`config.mk`:
```
export PLATFORM = sky130hd
export DESIGN_NAME = rs232in_fifo
export DESIGN_NICKNAME = d
export VERILOG_FILES = /design/src/rtl/rs232in_fifo.sv
export SDC_FILE = /design/constraint.sdc
export NUM_CORES = 1
export LEC_CHECK = 0
export CAP_MARGIN = 20
export CORE_MARGIN = 2
export CORE_UTILIZATION = 60
export CTS_BUF_LIST = sky130_fd_sc_hd__clkbuf_8
export DETAILED_ROUTE_END_ITERATION = 8
export PLACE_DENSITY = 0.84
export RECOVER_POWER = 25
export SETUP_SLACK_MARGIN = 0.2
export SYNTH_ARGS = -nofsm -noshare
export SYNTH_HDL_FRONTEND = slang
export SYNTH_SLANG_ARGS = --single-unit
```
`constraint.sdc`:
```
create_clock -name clk25MHz -period 4.7 [get_ports clk25MHz]
set_input_delay 0.47 -clock clk25MHz [delete_from_list [all_inputs] [get_ports clk25MHz]]
set_output_delay 0.47 -clock clk25MHz [all_outputs]
set_load 0.02 [all_outputs]
```
`src/rtl/rs232in_fifo.sv`:
```
// Receive-side byte FIFO behind the serial receiver: first-word-fall-through storage,
// valid/ready output, occupancy count and a sticky overflow flag for dropped bytes.
module rs232in_fifo #(
    parameter int unsigned ADDR_BITS = 4
) (
    input  logic                 clk25MHz,
    input  logic                 reset_n,
    input  logic                 in_attention,
    input  logic [7:0]           in_data,
    output logic                 out_valid,
    output logic [7:0]           out_data,
    input  logic                 out_ready,
    output logic [ADDR_BITS:0]   count,
    output logic                 full,
    output logic                 overflow,
    input  logic                 overflow_clear
);

    localparam int unsigned Depth = 2 ** ADDR_BITS;
    localparam logic [ADDR_BITS:0] FullCount = {1'b1, {ADDR_BITS{1'b0}}};

    logic [7:0]           mem_q [Depth];
    logic [ADDR_BITS-1:0] wr_ptr_q, wr_ptr_d;
    logic [ADDR_BITS-1:0] rd_ptr_q, rd_ptr_d;
    logic [ADDR_BITS:0]   count_q, count_d;
    logic                 overflow_q, overflow_d;

    logic push, pop, drop;

    // Status flags come straight from the registered count.
    assign out_valid = (count_q != '0);
    assign full      = (count_q == FullCount);
    assign count     = count_q;
    assign overflow  = overflow_q;

    assign pop  = out_valid & out_ready;
    assign push = in_attention & (~full | pop);
    assign drop = in_attention & full & ~pop;

    // Head is zeroed while empty so the unreset array never shows through.
    assign out_data = out_valid ? mem_q[rd_ptr_q] : 8'h00;

    always_comb begin
        wr_ptr_d   = wr_ptr_q;
        rd_ptr_d   = rd_ptr_q;
        count_d    = count_q;
        overflow_d = overflow_q;

        if (push) wr_ptr_d = wr_ptr_q + 1'b1;
        if (pop)  rd_ptr_d = rd_ptr_q + 1'b1;

        unique case ({push, pop})
            2'b10:   count_d = count_q + 1'b1;
            2'b01:   count_d = count_q - 1'b1;
            default: count_d = count_q;
        endcase

        // A drop in the same cycle as a clear keeps the flag set.
        if (drop) begin
            overflow_d = 1'b1;
        end else if (overflow_clear) begin
            overflow_d = 1'b0;
        end
    end

    always_ff @(posedge clk25MHz or negedge reset_n) begin
        if (!reset_n) begin
            wr_ptr_q   <= '0;
            rd_ptr_q   <= '0;
            count_q    <= '0;
            overflow_q <= 1'b0;
        end else begin
            wr_ptr_q   <= wr_ptr_d;
            rd_ptr_q   <= rd_ptr_d;
            count_q    <= count_d;
            overflow_q <= overflow_d;
        end
    end

    always_ff @(posedge clk25MHz) begin
        if (push) begin
            mem_q[wr_ptr_q] <= in_data;
        end
    end

endmodule

```
## Word-level counts from Yosys, hierarchy flattened

Memory sizes are Yosys's and may differ from the RTL's.
Index checks and enable logic that the tools add are counted.
W data, S select, Z words.

- $add $sub $neg: 4
- Eq/ne operators: 3
- Multiplexer cells: 6
- Bitwise logic cells: 7
- Reductions and logical operators: 3

Operator list:

| operator | count |
|---|---|
| $pmux W5 S2 | 1 |
| $add A4 B1 Y4 const B | 2 |
| $mux W8 | 1 |
| $add A5 B1 Y5 const B | 1 |
| $eq A5 B5 Y1 const B | 1 |
| $reduce_bool A5 Y1 | 1 |
| $sub A5 B1 Y5 const B | 1 |
| $and A1 B1 Y1 | 4 |
| $mux W1 | 4 |
| $reduce_bool A2 Y1 | 2 |
| $eq A2 B1 Y1 const B | 1 |
| $eq A2 B2 Y1 const B | 1 |
| $not A1 Y1 | 2 |
| $or A1 B1 Y1 | 1 |

- Bits in registers: 14
- Memory bits (writable): 128
- Input port bits: 13
- Output and inout port bits: 16
- Word-level logic and storage cells: 28
- Memories kept: 1

Memories:

| memory | depth | width | read ports | clocked after Yosys merged registers in | write ports | RTL line | RTL |
|---|---|---|---|---|---|---|---|
| mem_q | 16 | 8 | 1 | 0 | 1 | 22 | `logic [7:0] mem_q [Depth];` |

## Depth between registers and ports, before layout

Gate-level depths: netlist of run 1.

- Depth after elaboration: 6
- Mapped depth: 8
- Gate-level depth less buffers: 8

## Worst setup path after synthesis of run 1

Ideal clock, no wire load.

- Kind: register to register
- Start: register count_q[1], in the netlist count[1]
- End: register count_q[4], in the netlist count[4]
- Library setup time: 126 ps
- Arrival time: 2242 ps
- Required time: 4574 ps
- Slack: 2331 ps
- Stages on the path, launching flop included: 9
- Clock period less this slack: 2369 ps
- Cell sequence: dfrtp_1 nor4_4 a21boi_1 xor2_1 ha_1 and3_1 o21ai_0 mux2i_1 a311o_1

- Cells in the longest elaborated chain, start to end: 6

Ends and longest elaborated chain:

| element | RTL line | RTL |
|---|---|---|
| start: declaration | 25 | `logic [ADDR_BITS:0] count_q, count_d;` |
| start signal: assignment | 75 | `count_q <= count_d;` |
| $reduce_bool A5 Y1 / $eq A5 B5 Y1 (equally long branches) | 31, 32 |  |
| $and A1 B1 Y1 / $not A1 Y1 (equally long branches) | 36, 37 |  |
| $or A1 B1 Y1 | 37 | `assign push = in_attention & (~full \| pop);` |
| $and A1 B1 Y1 | 37 |  |
| $eq A2 B1 Y1 / $eq A2 B2 Y1 (equally long branches) | 52 | `unique case ({push, pop})` |
| $pmux W5 S2 / $reduce_bool A2 Y1 (equally long branches) | - |  |

Parallel ways exist; a longest one is shown, timed or not.
A chain may end at the register's enable or synchronous reset.

## Final worst setup path of run 1

- Start: register rd_ptr_q[1]
- End: output out_data[7]

- Cells in the longest elaborated chain, start to end: 2

Ends and longest elaborated chain:

| element | RTL line | RTL |
|---|---|---|
| start: declaration | 24 | `logic [ADDR_BITS-1:0] rd_ptr_q, rd_ptr_d;` |
| start signal: assignment | 74 | `rd_ptr_q <= rd_ptr_d;` |
| $mem_v2 Z16 W8 | - |  |
| $mux W8 | 41 | `assign out_data = out_valid ? mem_q[rd_ptr_q] : 8'h00;` |
| end: declaration | 11 | `output logic [7:0] out_data,` |

No other way between the ends.

==> flow_summary.json, run 1 <==
{
  "cts_hold_buf": 0,
  "chipHeight_microns": 103,
  "hpwl_microns": 6750,
  "synth_cells": 307,
  "fmax_mhz": 288,
  "die_w_microns": 103,
  "fin_nets": 366,
  "wl_per_cell_microns": 21.9,
  "synth_ff_type": "edfxtp_1",
  "finalCritPeriodShare_pct": 74.0,
  "initial_core_util_pct": 61.1,
  "cts_tree": "yes",
  "worstMarginPinSlew_ns": 1.04,
  "syn_area_sq_um": 5890,
  "slew_headroom_pct": 30.7,
  "drc_errors": 0,
  "drive_above_1_share_pct": 25.1,
  "cts_buffer_depth": 2,
  "rr_startpoint": "count[1]$_DFFE_PN0P_",
  "peakVddDrop_mv": 0.362,
  "power_density_nw_per_um2": 611,
  "path_class": "register to output port",
  "arrival_ns": 3.01,
  "via_count": 2924,
  "cts.clk_slew.worst_paths_ns": 0.07,
  "fin_setup_tns_ns": 0,
  "yosys_warnings": 0,
  "drt_iter0_markers": 182,
  "rr_worst_depth": 8,
  "htreeDepth": 4,
  "power.total_mw": 4.12,
  "cts.sink_count": 142,
  "synthArstFlopShare_pct": 9.86,
  "rsz0062_at_grt": "no",
  "antenna_cells": 0,
  "route.antenna.remaining_nets": 0,
  "yosysTopAreaCell": "edfxtp_1",
  "maxCapViolations": 0,
  "cp-start-kind": "register",
  "syn_to_final_growth_pct": 14.6,
  "cp_num_buf_inv": 1,
  "placed_area_sq_um": 6310,
  "antenna_found_initial": 0,
  "first_pass_iters": 5,
  "wl_microns": 10800,
  "p_leak_nw": 2.24,
  "grt_overflow": 0,
  "cp_max_fo": 24,
  "finClkSkew_ns": 0.00719,
  "hold_class": "input port to asynchronous set/reset pin",
  "via_per_inst": 5.94,
  "synthMostInstantiatedCell": "edfxtp_1",
  "fin_area_sq_um": 6750,
  "cp_slowest_stage_delay_ns": 0.82,
  "dp_slack_ns": 1.60,
  "yosysTopAreaCellShare_pct": 65.3,
  "post-route-min-period_ns": 3.48,
  "num_rows": 36,
  "synth_edf_count": 128,
  "rrSetupSlack_ns": 2.20,
  "r2r_end": "count[4]$_DFFE_PN0P_",
  "clockRootBuffer": "clkbuf_8",
  "grt_max_degree": 25,
  "dieArea_sq_um": 10600,
  "post_cts_buffers": 0,
  "gp_congestion": 0.767,
  "report.final.slew_viol_count": 0,
  "numCtsBuffers": 17,
  "cp_slowest_cell": "dfrtp_2",
  "grt_pass1_wl_microns": 16200,
  "crit_path_end_kind": "output port",
  "grt_pass1_vias": 2946,
  "io_pins": 29,
  "ys_ff_latch": 142,
  "synth_area_leaders": "edfxtp_1 65%, mux4_2 12%, dfrtp_1 6.0%",
  "avgSynthCellArea_sq_um": 19.2,
  "syn-num-nets": 327,
  "hold_viol": 0,
  "netlist_top_cells_count": "128 x edfxtp_1, 32 x mux4_2, 14 x dfrtp_1",
  "core-area_sq_um": 9640,
  "port_buffers": 28,
  "status": "completed",
  "ys_seq_area_share_pct": 71.2,
  "worstPathCellList": "mux4_2 > mux2_2 > o21ai_0 > a21oi_1 > clkdlybuf4s50_1",
  "ys_types": 44,
  "cp_data_required_time_ns": 4.23,
  "ctsResizeCount": 0,
  "layout_setup_ws_ns": 1.22,
  "clkLatencyLatePin_ns": 0.43,
  "finalSetupViolations": 0,
  "crit_family": "multiplexers",
  "grtUsageTotal_pct": 22.3
}
[worst max path at each step]
stage               depth (start not counted)  slack, ns                   end                     from
floorplan                                   8       2.33  count[4]$_DFFE_PN0P_     count[1]$_DFFE_PN0P_
global route                                5       1.04           out_data[1]  rd_ptr_q[1]$_DFFE_PN0N_
detailed placement                          9       1.60  count[4]$_DFFE_PN0P_                out_ready
finish                                      5       1.22           out_data[7]  rd_ptr_q[1]$_DFFE_PN0N_
CTS                                         5       1.15           out_data[7]  rd_ptr_q[1]$_DFFE_PN0N_
global placement                            5       1.63           out_data[7]  rd_ptr_q[1]$_DFFE_PN0N_
[cell usage in the layout (no fill, tap or decap), types with 2 or more instances in the layout]
| cell | instances |
|---|---|
| xnor2_1 | 6 |
| inv_1 | 11 |
| edfxtp_1 | 128 |
| nand2_1 | 4 |
| clkdlybuf4s50_1 | 21 |
| bufinv_16 | 4 |
| nor4_2 | 3 |
| buf_4 | 7 |
| dfrtp_1 | 13 |
| clkinvlp_4 | 3 |
| a21oi_1 | 10 |
| mux2_2 | 9 |
| xor2_1 | 3 |
| mux4_2 | 32 |
| nor2_1 | 8 |
| clkbuf_8 | 19 |
| o32ai_1 | 2 |
| mux2i_1 | 10 |
| o21ai_1 | 3 |
| nand2b_1 | 3 |
| nor3b_2 | 2 |
| dlygate4sd3_1 | 7 |
| and2_1 | 8 |
| o21ai_0 | 8 |
| clkinv_2 | 2 |
| nand3_1 | 4 |
| ha_1 | 7 |
[area by class of cell]
class,count,area (sq um)
clock buffer,19,262
clock inverter,13,173
fill,616,2890
inverter,9,33.8
multi-input combinational,141,1590
sequential,142,4200
tap,133,166
timing repair buffer,35,333
[cells by family after synthesis]
logic type / after synthesis / synth area share (%)
AO/OA/AOI/OAI: 31 / 3.42
AND/OR/NAND/NOR: 42 / 4.44
flip-flops: 142 / 71.2
multiplexers: 52 / 15.9
XOR/XNOR: 9 / 1.34
buffers and inverters: 24 / 2.15
adder cells (fa/ha/maj): 7 / 1.49
[layer usage]
metal / share of wire [%] / GRT usage, %
met2: 52 / 36.9
met3: 7.2 / 6.92
met5: 0 / 0
met1: 39 / 28.4
met4: 1.3 / 7.49
[state kept, by name, summed over array words and instances, names as in the netlist]
name / cells
rd_ptr_q: 4
count: 5
mem_q: 128
wr_ptr_q: 4
overflow: 1
[where the power goes]
| group | total (mW) | leakage (nW) | internal [mW] | switching, mW |
|---|---|---|---|---|
| sequential | 1.76 | 1.32 | 1.55 | 0.214 |
| combinational | 1.34 | 0.705 | 0.688 | 0.648 |
| clock | 1.02 | 0.218 | 0.599 | 0.425 |
| total | 4.12 | 2.24 | 2.83 | 1.29 |
[metrics by stage]
| step | util, % | std cells | hold slack [ns] |
|---|---|---|---|
| 2_1_floorplan | - | 307 | 0.174 |
| 3_3_place_gp | 65.4 | 459 | 0.510 |
| 3_5_place_dp | 65.4 | 459 | 0.523 |
| 4_1_cts | 69.9 | 491 | 0.438 |
| 5_1_grt | 70.0 | 492 | 0.538 |
| 6_report | 70.0 | 492 | 0.517 |
Power figures use the tool's default switching activity.
==> inputs of run 2 (changes only) <==
--- a/config.mk
+++ b/config.mk
@@ -7,10 +7,10 @@
 export LEC_CHECK = 0
 export CAP_MARGIN = 20
 export CORE_MARGIN = 2
-export CORE_UTILIZATION = 60
+export CORE_UTILIZATION = 56
 export CTS_BUF_LIST = sky130_fd_sc_hd__clkbuf_8
 export DETAILED_ROUTE_END_ITERATION = 8
-export PLACE_DENSITY = 0.84
+export PLACE_DENSITY = 0.83
 export RECOVER_POWER = 25
 export SETUP_SLACK_MARGIN = 0.2
 export SYNTH_ARGS = -nofsm -noshare
==> constraint.sdc (replaced) <==
create_clock -name clk25MHz -period 2.9 [get_ports clk25MHz]
set_input_delay 0.29 -clock clk25MHz [delete_from_list [all_inputs] [get_ports clk25MHz]]
set_output_delay 0.29 -clock clk25MHz [all_outputs]
set_load 0.02 [all_outputs]
==> run 2 against run 1 <==
Cell area up 1.6%; combinational power rose by 77%; sequential power rose by 57%; register-to-register slack worse by 1.8 ns; clock skew increased by 0.0066 ns; power up 66%; hold slack lost 0.17 ns; clock power increased by 68%; first-iteration DRC count up 48%; non-clock buffer count up 12; via count up 2.5%; largest power group unchanged.
==> flow_summary.json, run 2 (synthesized netlist as in run 1, its figures left out) <==
{
  "num_rows": 37,
  "final_cell_mix": "128 x edfxtp_1, 32 x mux4_2, 17 x clkbuf_8, 17 x buf_4",
  "hold_class": "input port to asynchronous set/reset pin",
  "combPwrFrac_pct": 34.6,
  "p_leak_nw": 2.33,
  "rrSetupSlack_ns": 0.39,
  "grt_pass1_vias": 3169,
  "die_w_microns": 107,
  "fmax_mhz": 376,
  "crit_family": "multiplexers",
  "cp_slowest_stage_delay_ns": 0.50,
  "power.internal_mw": 4.68,
  "worstMarginPinSlew_ns": 0.942,
  "cp-start-kind": "register",
  "placed_area_sq_um": 6380,
  "chipHeight_microns": 107,
  "hold_viol": 0,
  "dieArea_sq_um": 11300,
  "grt_overflow": 0,
  "grt_pass1_wl_microns": 17600,
  "final_common_cell": "edfxtp_1",
  "wl_per_cell_microns": 22.8,
  "grtUsageTotal_pct": 22.1,
  "via_count": 2997,
  "holdWs_ns": 0.343,
  "finalSetupViolations": 0,
  "cts_tree": "yes",
  "peakVddDrop_mv": 0.529,
  "drt_iter0_markers": 269,
  "ff_latch_area_sq_um": 4200,
  "syn_to_final_growth_pct": 16.4,
  "place_inst": 467,
  "rsz0062_at_grt": "yes",
  "port_buffers": 28,
  "cts_hold_buf": 0,
  "cp_num_buf_inv": 2,
  "pwr-share-seq_pct": 40.4,
  "cp_max_fo": 13,
  "drive_above_1_share_pct": 30.1,
  "p_sw_mw": 2.17,
  "power_density_nw_per_um2": 998,
  "cp_slowest_cell": "mux4_2",
  "arrival_ns": 2.37,
  "cts.clk_slew.worst_paths_ns": 0.07,
  "finClkSkew_ns": 0.0138,
  "clkLatencyLatePin_ns": 0.44,
  "fill_cells": 641,
  "slew_headroom_pct": 36.9,
  "cts.sink_count": 142,
  "fin_cells": 505,
  "first_pass_iters": 4,
  "p_clk_share_pct": 24.9,
  "maxCapViolations": 0,
  "sw_frac_of_total_pct": 31.6,
  "r2r_end": "count[4]$_DFFE_PN0P_",
  "antenna_cells": 0,
  "rr_startpoint": "count[1]$_DFFE_PN0P_",
  "cp_data_required_time_ns": 2.61,
  "fin_nets": 378,
  "status": "completed",
  "antenna_found_initial": 0,
  "worstPathCellList": "buf_12 > mux4_2 > mux2_2 > o21ai_1 > a21oi_1 > clkdlybuf4s15_1",
  "htreeDepth": 4,
  "post-route-min-period_ns": 2.66,
  "initial_core_util_pct": 57.3,
  "io_pins": 29,
  "hpwl_microns": 6940,
  "gp_congestion": 0.783,
  "finalCritPeriodShare_pct": 91.6,
  "largest_reg_flops": 128,
  "numCtsBuffers": 17,
  "grt_max_degree": 25,
  "cts_buffer_depth": 2,
  "layout_setup_ws_ns": 0.244,
  "wl_microns": 11500,
  "fin_setup_tns_ns": 0,
  "core-area_sq_um": 10300,
  "crit_start": "rd_ptr_q[1]$_DFFE_PN0N_",
  "clockRootBuffer": "clkbuf_8",
  "report.final.slew_viol_count": 0,
  "route.antenna.remaining_nets": 0,
  "crit_path_end_kind": "output port",
  "utilization_pct": 66.7,
  "multi_input_area_sq_um": 1600,
  "fin_area_sq_um": 6850,
  "dp_slack_ns": 0.151,
  "power.total_mw": 6.84,
  "drc_errors": 0,
  "rr_worst_depth": 8,
  "via_per_inst": 5.93,
  "path_class": "register to output port",
  "top_register": "mem_q"
}
run 2: final cells by class:
class,count,share of cell area [%]
Inverter,9,0.493
Multi-Input combinational cell,141,23.3
Clock buffer,17,3.41
Tap cell,136,2.48
Clock inverter,13,2.88
Timing Repair Buffer,47,6.24
Sequential cell,142,61.2
run 2: power groups by stage:
stage	registers, mW	logic, mW	clock network (mW)
global route	2.80	2.55	1.80
floorplan	2.71	1.65	0
CTS	2.77	2.35	1.73
global placement	2.79	2.28	0
finish	2.77	2.37	1.71
detailed placement	2.82	2.34	0
run 2: metal layers:
layer	track usage, %	up-vias	wire length [microns]
li1	-	1325	-
met1	27.4	1541	4450
met2	37.3	119	6030
met3	6.62	12	848
met4	7.79	0	161
met5	0	-	0
run 2: worst max path at each step:
| stage | depth (start not counted) | endpoint |
|---|---|---|
| 3_5_place_dp | 9 | count[4]$_DFFE_PN0P_ |
| 3_3_place_gp | 9 | count[4]$_DFFE_PN0P_ |
| 5_1_grt | 5 | out_data[1] |
| 2_1_floorplan | 8 | count[4]$_DFFE_PN0P_ |
| 6_report | 6 | out_data[1] |
| 4_1_cts | 6 | out_data[1] |
run 2: timing repair:
item                       4_1_cts  5_1_grt
buffers inserted                 2        6
pin swaps                        0        0
gates resized for setup         16       11
setup endpoints to repair        9        9
==> inputs of run 3 (changes only) <==
--- a/config.mk
+++ b/config.mk
@@ -7,10 +7,11 @@
 export LEC_CHECK = 0
 export CAP_MARGIN = 20
 export CORE_MARGIN = 2
-export CORE_UTILIZATION = 56
+export CORE_UTILIZATION = 55
 export CTS_BUF_LIST = sky130_fd_sc_hd__clkbuf_8
+export CTS_CLUSTER_DIAMETER = 60
 export DETAILED_ROUTE_END_ITERATION = 8
-export PLACE_DENSITY = 0.83
+export PLACE_DENSITY = 0.82
 export RECOVER_POWER = 25
 export SETUP_SLACK_MARGIN = 0.2
 export SYNTH_ARGS = -nofsm -noshare
==> run 3 against run 2 <==
Critical endpoint is now out_valid; highest routed layer unchanged; critical path type unchanged; non-clock buffer count is 8 lower; largest cell class unchanged; register-to-register slack better by 0.07 ns; clock power is 6% lower.
==> flow_summary.json, run 3 (synthesized netlist as in run 1, its figures left out) <==
{
  "status": "completed",
  "finalCritPeriodShare_pct": 89.2,
  "antenna_found_initial": 0,
  "rr_startpoint": "count[0]$_DFFE_PN0P_",
  "drt_iter0_markers": 267,
  "io_pins": 29,
  "route.antenna.remaining_nets": 0,
  "htreeDepth": 4,
  "grt_max_degree": 28,
  "arrival_ns": 2.30,
  "sw_frac_of_total_pct": 32.2,
  "met3_usage_pct": 5.27,
  "power.internal_mw": 4.50,
  "die_w_microns": 107,
  "largest_reg_flops": 128,
  "dieArea_sq_um": 11500,
  "post_cts_buffers": 0,
  "layout_setup_ws_ns": 0.314,
  "core-area_sq_um": 10400,
  "top_register": "mem_q",
  "initial_core_util_pct": 56.8,
  "fin_setup_tns_ns": 0,
  "first_pass_iters": 5,
  "placed_area_sq_um": 6370,
  "cp_data_required_time_ns": 2.61,
  "cts_hold_buf": 0,
  "peakVddDrop_mv": 0.572,
  "wl_microns": 11100,
  "grt_overflow": 0,
  "cp_slowest_stage_delay_ns": 0.65,
  "grtUsageTotal_pct": 21.2,
  "hold_viol": 0,
  "syn_to_final_growth_pct": 14.8,
  "drive_above_1_share_pct": 28.7,
  "crit_family": "simple AND/OR/NAND/NOR gates",
  "drc_errors": 0,
  "gp_congestion": 0.785,
  "cp_max_fo": 10,
  "use_met2_pct": 33.8,
  "cts_buffer_depth": 2,
  "crit_start": "count[0]$_DFFE_PN0P_",
  "rsz0062_at_grt": "no",
  "fin_nets": 370,
  "via_per_inst": 5.95,
  "grt_pass1_vias": 3085,
  "numCtsBuffers": 17,
  "fin_area_sq_um": 6760,
  "power_density_nw_per_um2": 983,
  "worstPathCellList": "nor4_4 > nand2_1 > clkdlybuf4s50_1",
  "maxCapViolations": 0,
  "grt_pass1_wl_microns": 17300,
  "finalSetupViolations": 0,
  "worstMarginPinSlew_ns": 1.13,
  "antenna_cells": 0,
  "final_common_cell": "edfxtp_1",
  "cp_num_buf_inv": 1,
  "via_count": 2961,
  "rr_worst_depth": 8,
  "top_usage_layer": "met2",
  "hold_class": "input port to asynchronous set/reset pin",
  "rrSetupSlack_ns": 0.46,
  "final_cell_mix": "128 x edfxtp_1, 32 x mux4_2, 17 x clkbuf_8",
  "dp_slack_ns": 0.134,
  "clockRootBuffer": "clkbuf_8",
  "report.final.slew_viol_count": 0,
  "worst-path-stages": 3,
  "p_sw_mw": 2.14,
  "clkLatencyLatePin_ns": 0.43,
  "path_class": "register to output port",
  "grt_util_met1_pct": 28.4,
  "r2r_end": "count[4]$_DFFE_PN0P_",
  "cts.clk_slew.worst_paths_ns": 0.07,
  "hpwl_microns": 6820,
  "pwr-share-seq_pct": 41.6,
  "cts.sink_count": 142,
  "power.total_mw": 6.64,
  "chipHeight_microns": 107,
  "p_leak_nw": 2.26,
  "cp-start-kind": "register",
  "cp_slowest_cell": "clkdlybuf4s50_1",
  "utilization_pct": 65.2,
  "num_rows": 37,
  "post-route-min-period_ns": 2.59,
  "port_buffers": 28,
  "slew_headroom_pct": 23.8,
  "p_clk_share_pct": 24.1,
  "cts_tree": "yes",
  "critPathCapture": "out_valid",
  "fmax_mhz": 387,
  "combPwrFrac_pct": 34.3,
  "finClkSkew_ns": 0.00685,
  "crit_path_end_kind": "output port",
  "ctsResizeCount": 12,
  "wl_per_cell_microns": 22.3
}
-- run 3: cell types whose count changed in the layout (fill, tap and decap cells not counted), moves of 2 or more --
cell | before | now
clkinv_1 | 1 | 3
dlygate4sd3_1 | 6 | 8
clkdlybuf4s15_2 | 2 | 0
buf_4 | 17 | 8
clkbuf_2 | 5 | 8
-- run 3: layout make-up --
cell class,count,area [sq um]
Sequential cell,142,4200
Fill cell,689,3610
Multi-Input combinational cell,141,1600
Timing Repair Buffer,39,352
Clock buffer,17,234
Clock inverter,14,175
Tap cell,136,170
Inverter,9,33.8
-- run 3: per-stage QoR --
stage | hold slack, ns | std cells
2_1_floorplan | -0.00559 | 307
3_3_place_gp | 0.461 | 466
3_5_place_dp | 0.460 | 466
4_1_cts | 0.262 | 497
6_report | 0.335 | 498
5_1_grt | 0.388 | 498
-- run 3: worst min-delay path by stage --
stage | from | to | slack [ns] | cells after the start
2_1_floorplan | reset_n | count[0]$_DFFE_PN0P_ | -0.006 | 0
3_3_place_gp | rd_ptr_q[3]$_DFFE_PN0N_ | rd_ptr_q[3]$_DFFE_PN0N_ | 0.46 | 1
3_5_place_dp | rd_ptr_q[3]$_DFFE_PN0N_ | rd_ptr_q[3]$_DFFE_PN0N_ | 0.46 | 1
4_1_cts | reset_n | wr_ptr_q[0]$_DFFE_PN0P_ | 0.26 | 1
5_1_grt | reset_n | overflow$_DFFE_PN0P_ | 0.39 | 1
6_report | reset_n | wr_ptr_q[0]$_DFFE_PN0P_ | 0.34 | 1
-- run 3: worst register-to-register path, stage by stage (launching register included) --
cell and delay [ns]:
dfrtp_1 0.49, nor4_4 0.38, a21boi_1 0.21, xor2_1 0.18, ha_1 0.25, and3_1 0.19
o21ai_1 0.19, mux2i_1 0.11, a311o_1 0.33
-- run 3: power groups by stage --
stage	combinational, mW	sequential [mW]	clock, mW
2_1_floorplan	1.65	2.71	0
6_report	2.27	2.76	1.60
5_1_grt	2.45	2.79	1.71
4_1_cts	2.33	2.76	1.62
3_5_place_dp	2.38	2.80	0
3_3_place_gp	2.33	2.77	0
-- run 3: layer usage --
| metal | vias to the layer above | wire length, microns | part of all wire (%) |
|---|---|---|---|
| met2 | 110 | 5630 | 51 |
| met3 | 16 | 618 | 5.6 |
| li1 | 1310 | - | - |
| met4 | 0 | 193 | 1.7 |
| met1 | 1525 | 4640 | 42 |
| met5 | - | 0 | 0 |
